## src/rtl/crack_pkg.sv

```systemverilog
// crack_pkg: shared FSM state type, plaintext length address and lane slicing helper
package crack_pkg;
   typedef enum logic [2:0] {S_IDLE, S_START, S_SEARCH, S_ABORT, S_LEN, S_COPY} state_t;
   localparam logic [7:0] PT_LEN_ADDR = 8'd0;
   localparam int SLICE_MAX = 256;
   function automatic logic [31:0] lane_slice(input logic [SLICE_MAX-1:0] p, input int idx, input int w = 8);
      logic [31:0] m;
      m = (32'd1 << w) - 32'd1;
      return 32'(p >> (idx * w)) & m;
   endfunction
endpackage

```

## src/rtl/multi_crack_ctrl_if.sv

```systemverilog
// multi_crack_ctrl_if: task-controller, lane and plaintext RAM signals of the crack coordinator
interface multi_crack_ctrl_if #(parameter int N_LANES = 2, parameter int KEY_W = 24);
   logic                     en;
   logic                     rdy;
   logic [KEY_W-1:0]         key;
   logic                     key_valid;
   logic [N_LANES-1:0]       lane_start;
   logic [N_LANES-1:0]       lane_abort;
   logic [N_LANES-1:0]       lane_done;
   logic [N_LANES-1:0]       lane_found;
   logic [N_LANES*KEY_W-1:0] lane_key;
   logic [7:0]               lane_pt_addr;
   logic [N_LANES*8-1:0]     lane_pt_rddata;
   logic [7:0]               pt_addr;
   logic [7:0]               pt_wrdata;
   logic                     pt_wren;
   logic [10:0]              str_len;
   modport master (
      output en, lane_done, lane_found, lane_key, lane_pt_rddata,
      input  rdy, key, key_valid, lane_start, lane_abort, lane_pt_addr, pt_addr, pt_wrdata, pt_wren, str_len
   );
   modport slave (
      input  en, lane_done, lane_found, lane_key, lane_pt_rddata,
      output rdy, key, key_valid, lane_start, lane_abort, lane_pt_addr, pt_addr, pt_wrdata, pt_wren, str_len
   );
endinterface

```

## src/rtl/multi_crack_ctrl_pt_copier.sv

```systemverilog
// pt_copier: reads the length byte then streams bytes 1..L from the winning lane RAM into the output RAM
module pt_copier
   import crack_pkg::*;
#(
   parameter int N_LANES = 2,
   parameter int LW      = 1
) (
   input  logic                 clk,
   input  logic                 rst_n,
   input  logic                 i_start,
   input  logic [LW-1:0]        i_sel,
   input  logic [N_LANES*8-1:0] i_rddata,
   output logic [7:0]           o_rdaddr,
   output logic [7:0]           o_addr,
   output logic [7:0]           o_wrdata,
   output logic                 o_wren,
   output logic                 o_len_vld,
   output logic [7:0]           o_len,
   output logic                 o_done
);
   logic                 r_wait;
   logic                 r_len_wr;
   logic                 r_copy;
   logic [8:0]           r_wa;
   logic [7:0]           r_len;
   logic [SLICE_MAX-1:0] w_rd_ext;
   logic [7:0]           w_byte;

   assign w_rd_ext = SLICE_MAX'(i_rddata);
   assign w_byte   = 8'(lane_slice(w_rd_ext, int'(i_sel)));

   // phase pipeline: address 0 read wait, length write, then one byte per cycle; 9-bit write address so k=255 ends cleanly
   always_ff @(posedge clk) begin
      if (!rst_n) begin
         r_wait   <= 1'b0;
         r_len_wr <= 1'b0;
         r_copy   <= 1'b0;
         r_wa     <= '0;
         r_len    <= '0;
      end else begin
         r_wait   <= i_start;
         r_len_wr <= r_wait;
         if (r_len_wr) begin
            r_len  <= w_byte;
            r_copy <= w_byte != 8'd0;
            r_wa   <= 9'd1;
         end else if (r_copy) begin
            r_copy <= r_wa != {1'b0, r_len};
            r_wa   <= r_wa + 9'd1;
         end
      end
   end

   // read address runs one ahead of the write address to cover the 1-cycle RAM latency
   always_comb begin
      o_rdaddr  = r_len_wr ? 8'd1 : r_copy ? r_wa[7:0] + 8'd1 : PT_LEN_ADDR;
      o_addr    = r_copy ? r_wa[7:0] : PT_LEN_ADDR;
      o_wrdata  = w_byte;
      o_wren    = r_len_wr | r_copy;
      o_len_vld = r_len_wr;
      o_len     = w_byte;
      o_done    = r_copy && r_wa == {1'b0, r_len};
   end
endmodule

```

## src/rtl/multi_crack_ctrl.sv

```systemverilog
// multi_crack_ctrl: N-lane ARC4 key-search coordinator; optional cycle counter under CRACK_CYCLE_CNT_EN
module multi_crack_ctrl
   import crack_pkg::*;
#(
   parameter int N_LANES = 2,
   parameter int KEY_W   = 24
) (
   input  logic             clk,
   input  logic             rst_n,
   multi_crack_ctrl_if.slave bus
`ifdef CRACK_CYCLE_CNT_EN
   ,
   output logic [31:0]      cycles
`endif
);
   localparam int LW = N_LANES > 1 ? $clog2(N_LANES) : 1;

   state_t               r_state;
   state_t               w_next;
   logic [KEY_W-1:0]     r_key;
   logic                 r_key_valid;
   logic [LW-1:0]        r_win;
   logic [LW-1:0]        w_idx;
   logic [10:0]          r_str_len;
   logic [N_LANES-1:0]   w_f;
   logic [SLICE_MAX-1:0] w_key_ext;
   logic [7:0]           w_rdaddr;
   logic [7:0]           w_addr;
   logic [7:0]           w_wrdata;
   logic [7:0]           w_len;
   logic                 w_wren;
   logic                 w_len_vld;
   logic                 w_done;

   assign w_f       = bus.lane_done & bus.lane_found;
   assign w_key_ext = SLICE_MAX'(bus.lane_key);

   // lowest-index finder wins
   always_comb begin
      w_idx = '0;
      for (int i = N_LANES - 1; i >= 0; i--)
         if (w_f[i]) w_idx = LW'(i);
   end

   // state register
   always_ff @(posedge clk) begin
      if (!rst_n) r_state <= S_IDLE;
      else        r_state <= w_next;
   end

   // next state and outputs; every output is forced to its reset value while rst_n is low
   always_comb begin
      w_next = r_state;
      case (r_state)
         S_IDLE:   w_next = bus.en ? S_START : S_IDLE;
         S_START:  w_next = S_SEARCH;
         S_SEARCH: w_next = |w_f ? S_ABORT : &bus.lane_done ? S_IDLE : S_SEARCH;
         S_ABORT:  w_next = S_LEN;
         S_LEN:    w_next = !w_len_vld ? S_LEN : w_len == 8'd0 ? S_IDLE : S_COPY;
         S_COPY:   w_next = w_done ? S_IDLE : S_COPY;
         default:  w_next = S_IDLE;
      endcase
      bus.rdy          = rst_n & (r_state == S_IDLE);
      bus.lane_start   = {N_LANES{rst_n & (r_state == S_START)}};
      bus.lane_abort   = (rst_n & (r_state == S_ABORT)) ? ~(N_LANES'(1) << r_win) : '0;
      bus.key          = rst_n ? r_key : '0;
      bus.key_valid    = rst_n & r_key_valid;
      bus.str_len      = rst_n ? r_str_len : '0;
      bus.lane_pt_addr = rst_n ? w_rdaddr : '0;
      bus.pt_addr      = rst_n ? w_addr : '0;
      bus.pt_wrdata    = rst_n ? w_wrdata : '0;
      bus.pt_wren      = rst_n & w_wren;
   end

   // result registers: cleared on accept, key latched on a win, length latched from the copier
   always_ff @(posedge clk) begin
      if (!rst_n) begin
         r_key       <= '0;
         r_key_valid <= 1'b0;
         r_win       <= '0;
         r_str_len   <= '0;
      end else begin
         if (r_state == S_IDLE && bus.en) begin
            r_key_valid <= 1'b0;
            r_str_len   <= '0;
         end
         if (r_state == S_SEARCH && |w_f) begin
            r_win       <= w_idx;
            r_key       <= KEY_W'(lane_slice(w_key_ext, int'(w_idx), KEY_W));
            r_key_valid <= 1'b1;
         end
         if (r_state == S_SEARCH && ~|w_f && &bus.lane_done) r_key_valid <= 1'b0;
         if (r_state == S_LEN && w_len_vld) r_str_len <= 11'(w_len);
      end
   end

   pt_copier #(.N_LANES(N_LANES), .LW(LW)) u_copier (
      .clk       (clk),
      .rst_n     (rst_n),
      .i_start   (r_state == S_ABORT),
      .i_sel     (r_win),
      .i_rddata  (bus.lane_pt_rddata),
      .o_rdaddr  (w_rdaddr),
      .o_addr    (w_addr),
      .o_wrdata  (w_wrdata),
      .o_wren    (w_wren),
      .o_len_vld (w_len_vld),
      .o_len     (w_len),
      .o_done    (w_done)
   );

`ifdef CRACK_CYCLE_CNT_EN
   logic [31:0] r_cycles;

   // busy-cycle counter: cleared on accept, counts until back in IDLE, saturates
   always_ff @(posedge clk) begin
      if (!rst_n)                                 r_cycles <= '0;
      else if (r_state == S_IDLE && bus.en)       r_cycles <= '0;
      else if (r_state != S_IDLE && ~&r_cycles)   r_cycles <= r_cycles + 32'd1;
   end

   assign cycles = r_cycles;
`endif
endmodule
```

## src/flat_wrapper.sv

```systemverilog
// flat-port wrapper written by rule: the top's interface ports become plain ports
module multi_crack_ctrl_flat import crack_pkg::*;
#(
   parameter int N_LANES = 2,
   parameter int KEY_W   = 24
)
  (clk, rst_n, bus_en, bus_lane_done, bus_lane_found, bus_lane_key, bus_lane_pt_rddata, bus_rdy, bus_key, bus_key_valid, bus_lane_start, bus_lane_abort, bus_lane_pt_addr, bus_pt_addr, bus_pt_wrdata, bus_pt_wren, bus_str_len);
  multi_crack_ctrl_if #(.N_LANES(N_LANES), .KEY_W(KEY_W)) bus_i ();
  input  logic clk;
  input  logic rst_n;
  input wire logic [$bits(bus_i.en)-1:0] bus_en;
  input wire logic [$bits(bus_i.lane_done)-1:0] bus_lane_done;
  input wire logic [$bits(bus_i.lane_found)-1:0] bus_lane_found;
  input wire logic [$bits(bus_i.lane_key)-1:0] bus_lane_key;
  input wire logic [$bits(bus_i.lane_pt_rddata)-1:0] bus_lane_pt_rddata;
  output wire logic [$bits(bus_i.rdy)-1:0] bus_rdy;
  output wire logic [$bits(bus_i.key)-1:0] bus_key;
  output wire logic [$bits(bus_i.key_valid)-1:0] bus_key_valid;
  output wire logic [$bits(bus_i.lane_start)-1:0] bus_lane_start;
  output wire logic [$bits(bus_i.lane_abort)-1:0] bus_lane_abort;
  output wire logic [$bits(bus_i.lane_pt_addr)-1:0] bus_lane_pt_addr;
  output wire logic [$bits(bus_i.pt_addr)-1:0] bus_pt_addr;
  output wire logic [$bits(bus_i.pt_wrdata)-1:0] bus_pt_wrdata;
  output wire logic [$bits(bus_i.pt_wren)-1:0] bus_pt_wren;
  output wire logic [$bits(bus_i.str_len)-1:0] bus_str_len;
  assign bus_i.en = bus_en;
  assign bus_i.lane_done = bus_lane_done;
  assign bus_i.lane_found = bus_lane_found;
  assign bus_i.lane_key = bus_lane_key;
  assign bus_i.lane_pt_rddata = bus_lane_pt_rddata;
  assign bus_rdy = bus_i.rdy;
  assign bus_key = bus_i.key;
  assign bus_key_valid = bus_i.key_valid;
  assign bus_lane_start = bus_i.lane_start;
  assign bus_lane_abort = bus_i.lane_abort;
  assign bus_lane_pt_addr = bus_i.lane_pt_addr;
  assign bus_pt_addr = bus_i.pt_addr;
  assign bus_pt_wrdata = bus_i.pt_wrdata;
  assign bus_pt_wren = bus_i.pt_wren;
  assign bus_str_len = bus_i.str_len;
  multi_crack_ctrl #(.N_LANES(N_LANES), .KEY_W(KEY_W)) u_core (.clk(clk), .rst_n(rst_n), .bus(bus_i));
endmodule
```

## config.mk

```make
export PLATFORM = sky130hd
export DESIGN_NAME = multi_crack_ctrl_flat
export DESIGN_NICKNAME = d
export VERILOG_FILES = /design/src/rtl/crack_pkg.sv /design/src/rtl/multi_crack_ctrl_if.sv /design/src/rtl/multi_crack_ctrl_pt_copier.sv /design/src/rtl/multi_crack_ctrl.sv /design/src/flat_wrapper.sv
export SDC_FILE = /design/constraint.sdc
export NUM_CORES = 1
export LEC_CHECK = 0
export ABC_AREA = 1
export BUFFER_PORTS_ARGS = -buffer_cell sky130_fd_sc_hd__buf_2
export CAP_MARGIN = 20
export CORE_MARGIN = 4
export CORE_UTILIZATION = 43
export DETAILED_ROUTE_END_ITERATION = 7
export GPL_ROUTABILITY_DRIVEN = 0
export GPL_TIMING_DRIVEN = 1
export HOLD_SLACK_MARGIN = 0.02
export PLACE_DENSITY = 0.76
export SLEW_MARGIN = 20
export SYNTH_ARGS = -nofsm -noshare
export SYNTH_HDL_FRONTEND = slang
export SYNTH_SLANG_ARGS = --single-unit
export TNS_END_PERCENT = 20
```

## constraint.sdc

```tcl
create_clock -name clk -period 1.35 [get_ports clk]
set_clock_uncertainty 0.05 [all_clocks]
set_input_delay 0.2025 -clock clk [delete_from_list [all_inputs] [get_ports clk]]
set_output_delay 0.2025 -clock clk [all_outputs]
set_load 0.02 [all_outputs]
```

==> results.json <==
{
  "worstPathMaxFanout": 3,
  "p_per_area_nw_per_um2": 880.2,
  "violations": "setup timing",
  "fp-row-count": 30,
  "finalHoldViolations": 0,
  "hold_depth": 3,
  "synth_top_area_share_pct": 36.38,
  "die_width_um": 93.41,
  "synth_fa_ha_area_share_pct": 0.3989,
  "wire_per_inst_um": 14.30,
  "power.leakage_uw": 0.002713,
  "synth_mux_area_share_pct": 0,
  "route.met2.wl_mm": 5.673,
  "grt_pass1_wl_mm": 16.34,
  "rr_worst_depth": 11,
  "wl_met1_mm": 4.450,
  "antenna_found_initial": 0,
  "post-synth-top-count-cell": "nand2_1",
  "drive_gt1_share_pct": 47.29,
  "coreArea_um2": 6944,
  "fin_crit_ns": 1.854,
  "rrSetupSlack_ns": -0.46,
  "layout.nets": 750,
  "reg2reg_from": "u_core.u_copier.r_wa[0]",
  "rsz0062_at_grt": "yes",
  "cp_cell_sequence": "ha_4 -> nand3_4 -> nor2_4 -> nand2_2 -> a21oi_2 -> o21ai_2 -> nor2_2 -> buf_6",
  "synth_edf_count": 0,
  "io_buffers": 133,
  "worstHoldStart": "bus_lane_key[24]",
  "final_cell_area_um2": 5176,
  "peakVddDrop_mv": 0.7578,
  "initial_core_util_pct": 45.17,
  "cts_buffers": 9,
  "cpPeakStageDelay_ns": 0.38,
  "insertedDiodeCount": 0,
  "first_global_vias": 3670,
  "crit_buf_inv": 1,
  "setup_viol_count_final": 50,
  "fin_ws_ns": -0.5045,
  "syn_area_per_cell_um2": 6.549,
  "track_usage_pct": 22.98,
  "synth.distinct_cells": 32,
  "maxSlewViolCount": 0,
  "clk_path_buf_depth": 2,
  "status": "complete, but fails checks",
  "clock_sinks": 57,
  "critical_path_class": "flop to primary output",
  "post-route-period-util_pct": 137.4,
  "path_clk_slew_ns": 0.07,
  "die_y_um": 93.41,
  "critical_path_arrival_ns": 1.60,
  "slowest_stage": "dfxtp_4",
  "synth_compound_area_share_pct": 21.30,
  "critPathTopFamily": "flip-flops",
  "synthXorXnorAreaFrac_pct": 0.2792,
  "synth_top_family_by_area": "simple AND/OR/NAND/NOR gates",
  "drtAntennaViolNets": 0,
  "cts_hold_buf": 0,
  "synth_ff_type": "dfxtp_1",
  "max-cap-violations": 0,
  "synthArstFlopShare_pct": 0,
  "hp-class": "input pin to flop",
  "rr_endpoint": "u_core.u_copier.r_wa[4]",
  "htreeDepth": 3,
  "mappedNetlistArea_um2": 3137,
  "drtIter0Drc": 239,
  "gr-total-overflow": 0,
  "synthCells": 479,
  "met3_length_um": 797,
  "cts_tree": "built",
  "die-area_um2": 8725,
  "fmax_mhz": 539.2,
  "place_hpwl_mm": 7.389,
  "avgViaCountPerCell": 5.071,
  "startpoint_type": "flop",
  "drt_first_pass_iters": 5,
  "synthToLayoutAreaGrowth_pct": 65.02,
  "synth-warning-count": 0,
  "synth_area_leaders": "dfxtp_1, nand2_1, inv_1, o31ai_2, nor2_1",
  "cts-root-buf": "clkbuf_8",
  "ys_ff_latch": 57,
  "totalWireLength_mm": 11.14,
  "worstPathRequired_ns": 1.10,
  "via_count": 3950,
  "yosys.area_share.simple_pct": 27.60,
  "whs_endpoint": "u_core.r_key[0]",
  "setup_tns_ns": -7.749,
  "clk_latency_ns": 0.33,
  "nFillCells": 508,
  "grt_max_degree": 26,
  "topRoutingLayerUsed": "met4",
  "placed_area_um2": 4305,
  "worst_setup_path_end_kind": "primary output",
  "yosysSeqAreaShare_pct": 36.38,
  "ios": 137,
  "synth_top_cell_by_area": "dfxtp_1",
  "synth_common_cells": "nand2_1, inv_1, nor2_1, dfxtp_1, o21ai_0",
  "drc": 0
}
==> how the worst max path moves through the flow <==
stage                            startpoint             endpoint  slack, ns  cells after the start
finish              u_core.u_copier.r_wa[0]  bus_lane_pt_addr[6]      -0.50                      8
global route        u_core.u_copier.r_wa[1]  bus_lane_pt_addr[6]      -0.59                      8
CTS                 u_core.u_copier.r_wa[0]  bus_lane_pt_addr[6]      -0.46                      8
detailed placement  u_core.u_copier.r_wa[1]  bus_lane_pt_addr[6]      -0.16                      8
global placement    u_core.u_copier.r_wa[1]  bus_lane_pt_addr[6]      -0.15                      8
floorplan            u_core.u_copier.r_copy  bus_lane_pt_addr[1]      -0.14                      5
==> layout by cell type (no fill, tap or decap), types with 4 or more instances in the layout <==
master,count
inv_1,72
o31ai_2,21
buf_2,104
dfxtp_4,9
o31ai_1,4
nand3_1,6
nand2_1,120
nor2_4,12
o22ai_1,10
nor2_2,9
dfxtp_1,45
nand2_4,4
o21ai_1,25
buf_4,79
clkbuf_8,12
a21oi_1,10
nor2_1,40
nand2_2,10
o21ai_0,14
a21oi_2,6
inv_2,7
buf_6,24
==> final cells by class <==
type                       count  area (µm²)  area share (%)
multi-input combinational    317        1842           35.58
timing repair buffer         210        1444           27.89
sequential                    57        1179           22.77
inverter                      83       329.1           6.357
clock buffer                  12       165.2           3.191
tap                           96       120.1           2.321
clock inverter                 4       97.59           1.885
==> timing repair <==
action	in CTS	in global routing
gates cloned	0	0
setup buffers	14	6
pin swaps	24	22
endpoints found under the setup margin	55	71
resized for setup	87	70
==> power by group <==
group	switching (µW)	internal [µW]	total, µW
sequential	22.4	1700	1730
combinational	410	323	734
clock	718	1380	2100
total	1150	3410	4560
==> metal layers <==
| layer | vias to the layer above | track usage (%) |
|---|---|---|
| li1 | 1909 | - |
| met4 | 0 | 5.861 |
| met3 | 23 | 4.344 |
| met2 | 193 | 41.22 |
| met5 | - | 0 |
| met1 | 1825 | 28.01 |
==> tightest hold or removal path: stages <==
cell and delay (ns):
buf_2 0.09, nor2_1 0.10, o31ai_1 0.08
==> sequential cells by signal, summed over array words and instances (netlist names) <==
signal and cells:
u_core.u_copier.o_len_vld 1, u_core.r_win 1, u_core.u_copier.r_copy 1, u_core.r_str_len 8, u_core.r_state 3, u_core.u_copier.r_wait 1
u_core.r_key_valid 1, u_core.u_copier.r_wa 9, u_core.r_key 24, u_core.u_copier.r_len 8
==> stage by stage <==
stage | hold WS [ns] | total power [µW] | setup slack (ns) | std cells | utilization [%]
3_3_place_gp | 0.3432 | 2364 | -0.1524 | 743 | 62.00
5_1_grt | 0.1437 | 4708 | -0.5915 | 779 | 74.54
2_1_floorplan | 0.3405 | 2089 | -0.1444 | 481 | -
3_5_place_dp | 0.3718 | 2375 | -0.1574 | 743 | 62.00
6_report | 0.1341 | 4556 | -0.5045 | 779 | 74.54
4_1_cts | 0.1286 | 4519 | -0.4631 | 773 | 70.86
==> cell families (layout without fill, tap and decap cells) <==
| family | after synthesis | count (layout) |
|---|---|---|
| AND/OR/NAND/NOR | 216 | 216 |
| buffers and inverters | 107 | 309 |
| AO/OA/AOI/OAI | 96 | 96 |
| flip-flops | 57 | 57 |
| adder cells (fa/ha/maj) | 1 | 1 |
| other | 1 | 3 |
| XOR/XNOR | 1 | 1 |
Power figures use the tool's default switching activity.
